==> src/rtl/riscv_wb_retire_pkg.sv <==
// Shared RISC-V pipeline definitions: major opcodes used at retire and the
// encoding of the halt-pair detector state.
package riscv_wb_retire_pkg;

    localparam logic [6:0] OP_STORE  = 7'b0100011;
    localparam logic [6:0] OP_BRANCH = 7'b1100011;

    typedef enum logic [1:0] {
        HALT_IDLE   = 2'd0,
        HALT_ARMED  = 2'd1,
        HALT_HALTED = 2'd2
    } halt_state_t;

endpackage

==> src/rtl/riscv_halt_detect.sv <==
// Watches the retiring instruction stream for the two-word halt sequence.
// halt is registered; it rises on the edge that retires the second word.
module riscv_halt_detect
    import riscv_wb_retire_pkg::*;
#(
    parameter logic [31:0] HALT_INST0 = 32'h00c00093,
    parameter logic [31:0] HALT_INST1 = 32'h00008067
) (
    input  logic        CLK,
    input  logic        RSTn,
    input  logic        valid,
    input  logic [31:0] inst,
    output logic        halt
);

    halt_state_t state_q;
    halt_state_t state_d;

    always_ff @(posedge CLK or negedge RSTn) begin
        if (!RSTn) begin
            state_q <= HALT_IDLE;
        end else begin
            state_q <= state_d;
        end
    end

    // Bubbles hold the state, so an armed detector survives pipeline stalls.
    always_comb begin
        state_d = state_q;
        if (valid) begin
            case (state_q)
                HALT_IDLE: begin
                    if (inst == HALT_INST0) state_d = HALT_ARMED;
                end
                HALT_ARMED: begin
                    if (inst == HALT_INST1)      state_d = HALT_HALTED;
                    else if (inst == HALT_INST0) state_d = HALT_ARMED;
                    else                         state_d = HALT_IDLE;
                end
                HALT_HALTED: state_d = HALT_HALTED;
                default:     state_d = HALT_IDLE;
            endcase
        end
    end

    assign halt = (state_q == HALT_HALTED);

endmodule

==> src/rtl/riscv_wb_retire.sv <==
// Write-back retire observer: instruction counter, last architectural result
// and sticky halt flag. All outputs registered, one cycle after retirement.
module riscv_wb_retire
    import riscv_wb_retire_pkg::*;
#(
    parameter logic [31:0] HALT_INST0 = 32'h00c00093,
    parameter logic [31:0] HALT_INST1 = 32'h00008067
) (
    input  logic        CLK,
    input  logic        RSTn,
    input  logic        WB_VALID,
    input  logic [31:0] WB_INST,
    input  logic        WB_RF_WE,
    input  logic [31:0] WB_RF_WD,
    input  logic [31:0] WB_ALU_OUT,
    input  logic        WB_BR_TAKEN,
    output logic [31:0] NUM_INST,
    output logic [31:0] OUTPUT_PORT,
    output logic        HALT
);

    logic        halt;
    logic        retire;
    logic        out_upd;
    logic [31:0] out_d;
    logic [31:0] num_inst_q;
    logic [31:0] output_q;

    riscv_halt_detect #(
        .HALT_INST0 (HALT_INST0),
        .HALT_INST1 (HALT_INST1)
    ) u_halt_detect (
        .CLK   (CLK),
        .RSTn  (RSTn),
        .valid (WB_VALID),
        .inst  (WB_INST),
        .halt  (halt)
    );

    // The second halt word still retires: halt is only seen one edge later.
    assign retire = WB_VALID && !halt;

    always_comb begin
        out_upd = 1'b0;
        out_d   = output_q;
        case (WB_INST[6:0])
            OP_STORE: begin
                out_upd = 1'b1;
                out_d   = WB_ALU_OUT;
            end
            OP_BRANCH: begin
                out_upd = 1'b1;
                out_d   = {31'b0, WB_BR_TAKEN};
            end
            default: begin
                if (WB_RF_WE && (WB_INST[11:7] != 5'd0)) begin
                    out_upd = 1'b1;
                    out_d   = WB_RF_WD;
                end
            end
        endcase
    end

    always_ff @(posedge CLK or negedge RSTn) begin
        if (!RSTn) begin
            num_inst_q <= 32'd0;
            output_q   <= 32'd0;
        end else if (retire) begin
            num_inst_q <= num_inst_q + 32'd1;
            if (out_upd) output_q <= out_d;
        end
    end

    assign NUM_INST    = num_inst_q;
    assign OUTPUT_PORT = output_q;
    assign HALT        = halt;

endmodule

==> config.mk <==
export PLATFORM = sky130hd
export DESIGN_NAME = riscv_wb_retire
export DESIGN_NICKNAME = d
export VERILOG_FILES = /design/src/rtl/riscv_wb_retire_pkg.sv /design/src/rtl/riscv_halt_detect.sv /design/src/rtl/riscv_wb_retire.sv
export SDC_FILE = /design/constraint.sdc
export NUM_CORES = 1
export LEC_CHECK = 0
export BUFFER_PORTS_ARGS = -buffer_cell sky130_fd_sc_hd__buf_4
export CAP_MARGIN = 10
export CORE_UTILIZATION = 53
export CTS_BUF_LIST = sky130_fd_sc_hd__clkbuf_4 sky130_fd_sc_hd__clkbuf_8
export CTS_CLUSTER_SIZE = 16
export DETAILED_ROUTE_END_ITERATION = 6
export PLACE_DENSITY = 0.95
export SLEW_MARGIN = 10
export SYNTH_ARGS = -nofsm -noshare
export SYNTH_HDL_FRONTEND = slang
export SYNTH_HIERARCHICAL = 1
export SYNTH_SLANG_ARGS = --single-unit
export TNS_END_PERCENT = 5
==> constraint.sdc <==
create_clock -name CLK -period 6 [get_ports CLK]
set_input_delay 0.3 -clock CLK [delete_from_list [all_inputs] [get_ports CLK]]
set_output_delay 0.3 -clock CLK [all_outputs]
set_load 0.05 [all_outputs]
==> results.ini <==
[worst_setup_path]
slowest_delay_ns=0.84
criticalPathCategory=reg2reg
cp_num_buf_inv=0
rrSetupSlack_ns=3.82
worst_ep_arrival_time_ns=2.41
end_kind=register
worstPathMaxFanout=6
cp_top_family=simple AND/OR/NAND/NOR gates
path_cells=and2b_2, nand2b_4, nor4_1, nand4_1, xnor2_1
crit_slowest_cell=nor4_1
crit_path_start_kind=register
crit_required_ns=6.23

[clock_network]
htree_levels=3
cts_root_buffer=clkbuf_8
hold_buffers=0
clk_pin_slew_worst_paths_ns=0.08
clock_latency_ns=0.35
cts_setup_buffers=0
post_cts_resized=0
cts_tree=built
cts_buffer_depth=2
cts_buffers=9
numClockSinks=66

[timing]
drv_slew=0
fin_crit_ns=2.18
setup_tns_ns=0
max_freq_mhz=458
clock-skew-final_ns=0.00902
holdWs_ns=0.0126
finalSetupViolations=0
rsz0062_at_grt=false
slew_headroom_pct=35.3
period_share_pct=36.4
worst_pin_slew_ns=0.961
hold_viol=0

[drt]
drc=13
post_drt_wl_per_cell_um=18.0
drt_pre_antenna_iters=7
via_per_inst=5.49
vias=2994
ant_nets=0
drtIter0Drc=165
finalWirelength_mm=9.80

[logic_synthesis]
netlist_area_um2=3640
synth_edf_count=0
synth_warnings=6
synthTopCellsByCount=dfrtp_1 (66), mux2_2 (35), nor2b_1 (32), mux2_4 (30), xnor2_1 (22)
yosysMostFrequentCell=dfrtp_1
synthArstFlopShare_pct=100
synth_area_leader_cell=dfrtp_1
synth_flop_cell=dfrtp_1
syn_nets=399
syn-instance-count=297
synthTopCellsByArea=dfrtp_1 (45%), mux2_4 (12%), mux2_2 (11%)
syn_area_per_cell_um2=12.3
synth_seq_cells=66
seq_area_frac_synth_pct=45.3
yosysTopAreaCellShare_pct=45.3
yosysUniqueCellTypes=36

[floorplanning]
die_h_um=84.9
dieWidth_um=84.9
die_area_um2=7210
num_rows=29
core_area_um2=6490
io_pins=166
initial_core_util_pct=56.1

[finish]
layout-drive-gt1-share_pct=54.9
insertedDiodeCount=0
final_nets=565
multi_input_area_um2=1920
syn_to_final_growth_pct=41.1
nFillCells=414
final-seq-area_um2=1650

[global_route]
antenna_found_initial=0
grt_use_total_pct=29.0
grt_pass1_wl_mm=15.9
grt_pass1_vias=3126
overflow=0
grt_max_degree=67

[hold_path]
hp-class=in2async

[pwr]
powerDensity_nw_per_um2=291
leakagePower_nw=2.44
peakVddDrop_uv=431

[placed_design]
gp_congestion=0.846
portBuffers=165
dp_hpwl_mm=7.08

[status]
violations=DRC
status=finished with violations

[flow_run]
maxCapViolations=0

## metrics by stage
step / utilization [%] / setup slack [ns] / power (mW) / cells / area, um^2
after floorplan: - / 3.96 / 0.885 / 297 / 3640
after global placement: 75.8 / 3.74 / 1.06 / 529 / 4920
after detailed placement: 75.8 / 3.62 / 1.07 / 529 / 4920
after CTS: 79.2 / 3.85 / 1.50 / 545 / 5140
after global routing: 79.2 / 3.70 / 1.55 / 545 / 5140
final: 79.2 / 3.82 / 1.50 / 545 / 5140
## layer usage
layer | GRT usage [%] | vias to the layer above | wire length, um
met5 | 0 | - | 0
met3 | 7.20 | 20 | 661
met4 | 9.71 | 0 | 143
li1 | - | 1392 | -
met2 | 50.4 | 142 | 5090
met1 | 35.5 | 1440 | 3910
## worst reg2reg max path: stages (launching register included)
cell and delay, ns:
dfrtp_1 0.39, and2b_2 0.27, nand2b_4 0.17, nor4_1 0.84
nand4_1 0.22, xnor2_1 0.19
## power by group
group / total, mW / leakage, nW / internal (mW) / switching (mW)
registers: 0.565 / 0.824 / 0.504 / 0.0613
logic: 0.508 / 1.50 / 0.201 / 0.307
clock network: 0.423 / 0.113 / 0.249 / 0.174
## cells by family after synthesis
kind of cell,synth area share [%]
xor gates and xnor gates,7.45
buffers and inverters,2.30
adders and majority gates,0.343
AOI/OAI and AO/OA,1.20
and+or+nand+nor,20.2
DFF,45.3
muxes,23.2
## layout by cell type, fill, tap and decap left out, drive strengths merged, types with 2 or more instances in the layout
cell type  count
o21a           2
xor2           9
buf          167
nand4b         2
clkinv         2
nand3         13
and3           6
nor3           6
bufinv         2
or4            3
nand3b         2
clkbuf        11
dfrtp         66
mux2          65
nand4         11
and4           6
nand2         16
nor2b         32
nor4           8
xnor2         22
nor2           6
## layout make-up
class                   count  share of cell area (%)
flip-flops and latches     66                    32.1
clock buffers              11                    2.82
inverters                   1                  0.0730
clock inverters             5                    1.51
multi-input cells         218                    37.2
repair buffers            167                    24.4
well taps                  77                    1.87
## registers in the layout, indices dropped and copies added (netlist names)
name,cells
NUM_INST,32
OUTPUT_PORT,32
u_halt_detect/state_q,2
## worst paths after layout
path / cells after the start / to / startpoint
max reg2reg: 5 / NUM_INST[21] / u_halt_detect/state_q[0]
min reg2reg: 1 / NUM_INST[31] / NUM_INST[31]
max in group asynchronous: 1 / NUM_INST[0] / RSTn
min in group CLK: 2 / u_halt_detect/state_q[0] / WB_VALID
min: 1 / NUM_INST[30] / RSTn
max: 5 / NUM_INST[21] / u_halt_detect/state_q[0]
No activity file was read; power rests on OpenSTA's default activity.
